[config.mk]
export PLATFORM = sky130hd
export DESIGN_NAME = mont_encode
export DESIGN_NICKNAME = d
export VERILOG_FILES = /design/src/rtl/mont_pkg.sv /design/src/rtl/mod_dbl.sv /design/src/rtl/mont_encode.sv
export SDC_FILE = /design/constraint.sdc
export NUM_CORES = 1
export LEC_CHECK = 0
export ABC_AREA = 1
export CORE_UTILIZATION = 45
export DETAILED_ROUTE_END_ITERATION = 8
export MAX_ROUTING_LAYER = met4
export PLACE_DENSITY = 0.69
export SLEW_MARGIN = 10
export SYNTH_ARGS = -nofsm -noshare
export SYNTH_HDL_FRONTEND = slang
export SYNTH_HIERARCHICAL = 1
export SYNTH_SLANG_ARGS = --single-unit
export TNS_END_PERCENT = 1
[constraint.sdc]
create_clock -name i_clk -period 4.7 [get_ports i_clk]
set_input_delay 1.175 -clock i_clk [delete_from_list [all_inputs] [get_ports i_clk]]
set_output_delay 1.175 -clock i_clk [all_outputs]
set_load 0.03 [all_outputs]
[src/rtl/mont_pkg.sv]
// mont_pkg: shared definitions for the Montgomery-domain encoder.
// Holds the default modulus/width, the controller state encoding and the
// two's-complement negation of the default modulus.
// No ports.
package mont_pkg;

   localparam int DEF_K    = 192;
   localparam int DEF_LOGK = 8;
   localparam logic [DEF_K-1:0] DEF_M =
      192'hfffffffffffffffffffffffffffffffeffffffffffffffff;

   // -m in k+2 bits: adding this to a doubled operand gives the trial subtraction
   localparam logic [DEF_K+1:0] DEF_MINUS_M = -{2'b00, DEF_M};

   typedef enum logic [2:0] {
      ST_IDLE  = 3'd0,
      ST_LOAD  = 3'd1,
      ST_SHIFT = 3'd2,
      ST_DONE  = 3'd3
   } state_t;

endpackage

[src/rtl/mod_dbl.sv]
// mod_dbl: combinational modular doubling, o_p = 2*i_p mod M.
// Requires 0 <= i_p < M; the result then also satisfies 0 <= o_p < M.
// Ports:
//   i_p  [K:0]  operand (top bit is zero whenever the precondition holds)
//   o_p  [K:0]  2*i_p mod M
module mod_dbl
   import mont_pkg::*;
#(
   parameter int         K = DEF_K,
   parameter logic [K-1:0] M = DEF_M
) (
   input  logic [K:0] i_p,
   output logic [K:0] o_p
);

   localparam logic [K+1:0] MINUS_M = -{2'b00, M};

   logic [K+1:0] w_t;

   // 2p - m in k+2 bits; bit K+1 is the sign since |2p - m| < 2^(k+1)
   assign w_t = {i_p, 1'b0} + MINUS_M;
   assign o_p = w_t[K+1] ? {i_p[K-1:0], 1'b0} : w_t[K:0];

endmodule

[src/rtl/mont_encode.sv]
// mont_encode: converts x into the Montgomery domain, z = x*2^K mod M,
// one modular doubling per cycle (K doublings per conversion).
// Optional feature macro: MONT_ENC_REDUCE_IN_EN -- when defined, the loaded
// operand is reduced once (x - M if x >= M) so any K-bit x is accepted.
// Ports:
//   i_clk    clock, rising edge
//   i_rst    synchronous active-high reset
//   i_start  level request, held until o_done is seen
//   i_x      [K-1:0] operand, captured on the accepting edge
//   o_z      [K-1:0] result, registered, valid while o_done is high
//   o_done   result valid, held until i_start drops
//
// state | meaning
// IDLE  | waiting for i_start; captures i_x when it is seen
// LOAD  | loads p from the captured operand, clears the counter
// SHIFT | one modular doubling per cycle, K cycles
// DONE  | o_done high, o_z stable until i_start drops
module mont_encode
   import mont_pkg::*;
#(
   parameter int         K    = DEF_K,
   parameter int         LOGK = DEF_LOGK,
   parameter logic [K-1:0] M  = DEF_M
) (
   input  logic         i_clk,
   input  logic         i_rst,
   input  logic         i_start,
   input  logic [K-1:0] i_x,
   output logic [K-1:0] o_z,
   output logic         o_done
);

   localparam logic [LOGK-1:0] LAST_CNT = LOGK'(K-1);

   state_t          r_state;
   state_t          w_next;
   logic [K-1:0]    r_x;
   logic [K-1:0]    r_z;
   logic [K:0]      r_p;
   logic [K:0]      w_p_dbl;
   logic [K:0]      w_p_init;
   logic [LOGK-1:0] r_count;
   logic            r_done;
   logic            w_last;

   mod_dbl #(.K(K), .M(M)) u_dbl (
      .i_p (r_p),
      .o_p (w_p_dbl)
   );

`ifdef MONT_ENC_REDUCE_IN_EN
   logic [K:0] w_x_sub;
   assign w_x_sub  = {1'b0, r_x} - {1'b0, M};
   assign w_p_init = w_x_sub[K] ? {1'b0, r_x} : w_x_sub;
`else
   assign w_p_init = {1'b0, r_x};
`endif

   assign w_last = (r_count == LAST_CNT);

   always_comb begin
      w_next = r_state;
      case (r_state)
         ST_IDLE:  if (i_start) w_next = ST_LOAD;
         ST_LOAD:  w_next = ST_SHIFT;
         ST_SHIFT: if (w_last) w_next = ST_DONE;
         ST_DONE:  if (!i_start) w_next = ST_IDLE;
         default:  w_next = ST_IDLE;
      endcase
   end

   always_ff @(posedge i_clk) begin
      if (i_rst) r_state <= ST_IDLE;
      else       r_state <= w_next;
   end

   always_ff @(posedge i_clk) begin
      if (i_rst) begin
         r_x     <= '0;
         r_p     <= '0;
         r_count <= '0;
         r_z     <= '0;
         r_done  <= 1'b0;
      end else begin
         r_done <= (w_next == ST_DONE);
         case (r_state)
            ST_IDLE: if (i_start) r_x <= i_x;
            ST_LOAD: begin
               r_p     <= w_p_init;
               r_count <= '0;
            end
            ST_SHIFT: begin
               r_p     <= w_p_dbl;
               r_count <= r_count + LOGK'(1);
               // result register is written once, on the final doubling
               if (w_last) r_z <= w_p_dbl[K-1:0];
            end
            default: ;
         endcase
      end
   end

   assign o_z    = r_z;
   assign o_done = r_done;

endmodule

# Yosys cells after proc, flatten, opt, wreduce, memory -nomap -nowiden
# Cells that the tools add are included.
[classes]
addsub = 2
mul = 0
n_div = 0
magnitude_cmp = 0
n_eq_ne = 5
shift = 0
n_mux = 7
bitwise = 0
n_reduce_logical = 4
[ops]
columns = ["op", "n"]
rows = [
  ["one-hot mux 193 bit (2 select lines)", 1],
  ["adder 194 bit, second input constant", 1],
  ["2-to-1 mux 193 bit", 1],
  ["one-hot mux 8 bit (2 select lines)", 1],
  ["one-hot mux 3 bit (4 select lines)", 1],
  ["equality test 3 x 2 -> 1 bit, second input constant", 3],
  ["2-to-1 mux 3 bit", 3],
  ["adder 8 x 1 -> 8 bit, second input constant", 1],
  ["equality test 8 bit, second input constant", 1],
  ["AND reduction 2 bit", 2],
  ["equality test 3 x 1 -> 1 bit, second input constant", 1],
  ["zero test 3 bit", 1],
  ["nonzero test 2 bit", 1],
]
[word_totals]
ff_bits = 589
latch_bits = 0
ram_bits = 0
rom_bits = 0
mem_count = 0

# Depth between registers and ports, before layout
[depth]
ltp_word = 4
ltp_mapped = 17
ltp_nobuf = 16

# Cells and area by module
# Netlist, hierarchy kept.
[modules_own_cells]
columns = ["module", "n_inst", "cells_each", "area_each_um2", "seq_area_each_um2"]
rows = [
  ["mont_encode", 1, 3419, 24014.3, 11791.3],
  ["mod_dbl", 1, 1607, 7612.3, 0.0],
]

# Least setup slack after synthesis
# No wires, ideal clock.
[synth_timing]
kind = "flip-flop to flip-flop"
startpoint = "register r_p[63]"
endpoint = "register r_p[190]"
setup_ns = 0.118
arrival_ns = 2.184
t_required_ns = 4.582
path_slack_ns = 2.398
stages_incl_launch_ff = 17
n_path_buf = 0
cell_sequence = "dfxtp_1 ha_1 nand3_1 nor2_2 inv_1 nor2_1 nand2_1 nor2_1 nand2_1 nand2_1 nand2_1 nand3_1 nand2_1 inv_1 nor2_1 nor3_1 nor2_1"
[synth_between]
elab_chain_cells = 3
[synth_lines]
columns = ["element", "line_no", "source"]
rows = [
  ["from (decl)", "mont_encode.sv:39", "logic [K:0] r_p;"],
  ["from (signal assigned)", "mont_encode.sv:89", "r_p <= w_p_init;"],
  ["from (signal assigned)", "mont_encode.sv:93", "r_p <= w_p_dbl;"],
  ["adder 194 bit", "mod_dbl.sv:21", "assign w_t = {i_p, 1'b0} + MINUS_M;"],
  ["2-to-1 mux 193 bit", "mod_dbl.sv:22", "assign o_p = w_t[K+1] ? {i_p[K-1:0], 1'b0} : w_t[K:0];"],
  ["named net w_p_dbl[190]", "mont_encode.sv:40", "logic [K:0] w_p_dbl;"],
  ["one-hot mux 193 bit (2 select lines)", "mont_encode.sv:86", "case (r_state)"],
]
# The timed path passes the listed nets, and every way through them passes these cells.
# A chain may end at the register's enable or synchronous reset.

# Worst setup path after layout
[layout_timing]
startpoint = "register r_p[133]"
endpoint = "register r_p[96]"
# The elaborated chain is that of the path after synthesis.

==> summary.md <==
| Metric | Value |
|---|---|
| Outcome | `finished clean` |
| Post-CTS sizing | `0` |
| Area post-placement | `0.0351 mm^2` |
| Largest fanout on the critical path | `73` |
| Fin nets | `5357` |
| Post-layout min period | `3560 ps` |
| Clock slew at reported path FFs | `60 ps` |
| Starting DRT DRC Count | `around 2500` |
| Synth top area cells | `dfxtp_1 37%, nor2_1 16%, nand2_1 11%, nand3_1 7.3%, o21ai_0 6.2%` |
| Cells after Synth | `a little over 5000` |
| Post-Synth XOR/XNOR Area | `1.74%` |
| Commonest non-fill, non-tap cell in the layout | `nor2_1` |
| Mapped cell area | `approximately 0.032 mm^2` |
| CP Data Arrival Time | `between 4000 and 5000 ps` |
| Max Freq | `between 200 and 300 MHz` |
| Non-Filler Instances | `between 6000 and 7000` |
| Final worst slack | `roughly 1100 ps` |
| Routed len/inst | `17.6 um` |
| Initial Util | `a little under half` |
| Final hold slack | `approximately 450 ps` |
| Pre-CTS WS | `~1200 ps` |
| Finished Cell Area | `approximately 0.037 mm^2` |
| Clk_lat worst skew | `~630 ps` |
| Syn Area/Cell | `~6.3 um^2` |
| Total congestion overflow | `0` |
| Fraction of synthesized area in multiplexers | `0%` |
| Main combinational cell family by area after synthesis | `simple AND/OR/NAND/NOR gates` |
| Root Driver | `clkbuf_16` |
| Met1 Usage GRT | `between 30% and 40%` |
| Synth Register Bits | `around 590` |
| Core area | `about 0.07 mm^2` |
| Busiest grt layer | `met2` |
| Max Cap Violations | `0` |
| Remaining antenna violation count after routing | `0` |
| Worst setup path class | `flop to flop` |
| CTS Sinks | `roughly 600` |
| Register area share after synthesis | `between 30% and 40%` |
| Die area | `0.0713 mm^2` |
| Synth Area in Compound Gates | `9.42%` |
| Vias in the first global route | `between 20000 and 30000` |
| Area of the multi-input gates | `0.0159 mm^2` |
| Placed Instances | `around 6000` |
| Core Util, Final | `54.1%` |
| VDD IR max | `286 uV` |
| RSZ-0062 raised after global routing | `false` |
| Warnings, synthesis | `6` |
| Initial antenna violation count | `5` |
| H-tree levels | `3` |
| P&R area growth vs syn | `18.1%` |
| Top-area cell type share of the netlist area | `a little under two fifths` |
| Max clock buf depth | `3` |
| DR vias/cell | `5.19` |
| Mapped Nets | `5223` |
| Cts bufs inserted | `66` |
| Largest net degree at the start of global routing | `202` |
| P per Cell Area | `slightly above 300 mW/mm^2` |
| Input/output buffers | `around 390` |
| Routed WL | `108000 um` |
| Max-slew violations | `0` |
| Post-CTS setup buffers | `0` |
| Worst slew margin | `24.1%` |
| Fillers | `approximately 7000` |
| Area leader, netlist | `dfxtp_1` |
| Unique cell type count in the Yosys netlist | `35` |
| Count of final setup violators | `0` |
| Drt first pass iters | `6` |
| Adder-cell share of the synthesized area | `less than 1%` |
| First-pass GRT wire length | `170000 um` |
| P_leak | `~14 nW` |
| Dpl hpwl | `~80000 um` |
| Hold-fix buffers, CTS | `0` |
| Fin. Hold Viols | `0` |
| GRT Util Overall | `a little over 30%` |
| Drc violations | `0` |
| Tcrit/Tclk final | `between 70% and 80%` |
| Gpl congestion | `1.04` |
| Slew @ Worst Pin | `1140 ps` |
| DR vias | `approximately 32000` |
| CTS tree | `built` |
| Core Rows | `96` |
| Critical path required time | `~5200 ps` |
| Crit end category | `flop` |
| Most frequent cells in the layout | `1317 x nor2_1, 896 x nand2_1, 589 x dfxtp_1` |
| Chip height | `between 200 and 300 um` |
| Total Power Consumption | `approximately 12 mW` |
| Die extent in x | `around 270 um` |
| Final Skew | `between 40 and 50 ps` |
| Setup TNS | `0 ps` |
| Worst hold path class | `flop to flop` |
| Synth Area in Simple Gates | `approximately 39%` |
| Met2 Use GR | `approximately 50%` |
| Type of origin of the critical path | `flop` |
| Register area | `between 0.01 and 0.015 mm^2` |
| GR Util met3 | `5.42%` |
| Layout cells sized above 1 | `between 3 and 4%` |
| Io pins | `approximately 390` |
-- synth_stat cells --
cell and count:
buf_6 48, clkinv_2 1, buf_4 103, nor2_1 1317
dfxtp_1 589, nor2b_1 1, nor2_4 2, nor2_2 5
nand2_4 1, nand3_1 459, nand3b_1 62, o21bai_1 1
buf_2 102, inv_2 2, ha_1 2, nand3_2 13
conb_1 1, buf_1 6, a22oi_1 1, clkbuf_2 1
clkbuf_1 114, o21ai_0 390, and2_1 1, nand2_2 6
nor3b_1 1, nand2_1 898, a21boi_0 1, a21oi_1 201
xor2_1 39, buf_8 1, nand3_4 1, nand4_1 2
inv_1 436, xnor2_1 24, nor3_1 194
-- state kept, by name, indices dropped and copies added (netlist names) --
register  flops
o_done        1
o_z         192
r_count       8
r_p         193
r_state       3
r_x         192
-- path summary, 6_finish.rpt --
check | start | endpoint | slack (ps) | cells after the start
worst max-delay path | r_p[133]$_SDFFE_PP0P_ | r_p[96]$_SDFFE_PP0P_ | 1140 | 16
worst min-delay path | r_x[41]$_SDFFE_PP0P_ | r_x[41]$_SDFFE_PP0P_ | 450 | 2
worst max register to register | r_p[133]$_SDFFE_PP0P_ | r_p[96]$_SDFFE_PP0P_ | 1140 | 16
worst min register to register | r_x[41]$_SDFFE_PP0P_ | r_x[41]$_SDFFE_PP0P_ | 450 | 2
-- where the power goes --
group / switching [mW] / internal, mW / total [mW]
sequential: 0.116 / 5.18 / 5.29
combinational: 0.538 / 0.399 / 0.937
clock: 2.22 / 3.15 / 5.37
total: 2.87 / 8.72 / 11.6
-- cells by family (layout without fill, tap and decap cells) --
| group | count (synthesis) | after routing |
|---|---|---|
| and+or+nand+nor | 2963 | 2963 |
| other | 1 | 7 |
| AOI/OAI and AO/OA | 594 | 594 |
| DFF | 589 | 589 |
| xor gates and xnor gates | 63 | 63 |
| buffers and inverters | 814 | 998 |
| adders and majority gates | 2 | 2 |
-- area by class of cell --
type / count / area share (%)
Antenna cell: 6 / 0.0402
Clock buffer: 90 / 4.96
Clock inverter: 28 / 1.14
Inverter: 439 / 4.48
Multi-Input combinational cell: 3623 / 42.7
Sequential cell: 589 / 31.6
Tap cell: 931 / 3.12
Timing Repair Buffer: 441 / 12.0
-- per-layer routing --
metal / part of all wire (%) / vias up
met4: 3.2 / 0
met3: 6.6 / 175
met5: 0 / -
li1: - / 16060
met2: 47 / 964
met1: 44 / 14712
-- critical path, cell delays in order (launching register included) --
cell	delay (ps)
dfxtp_1	580
nand2_1	130
nor2_1	230
nand3_1	100
nor2_1	240
nand2_1	100
nor2_1	240
nand2_2	150
nand2_2	140
nand2_4	370
buf_12	370
nand3_1	110
nand2_1	100
inv_1	90
nor2_1	50
nor3_1	270
nor2_1	70
Power figures use the tool's default switching activity.
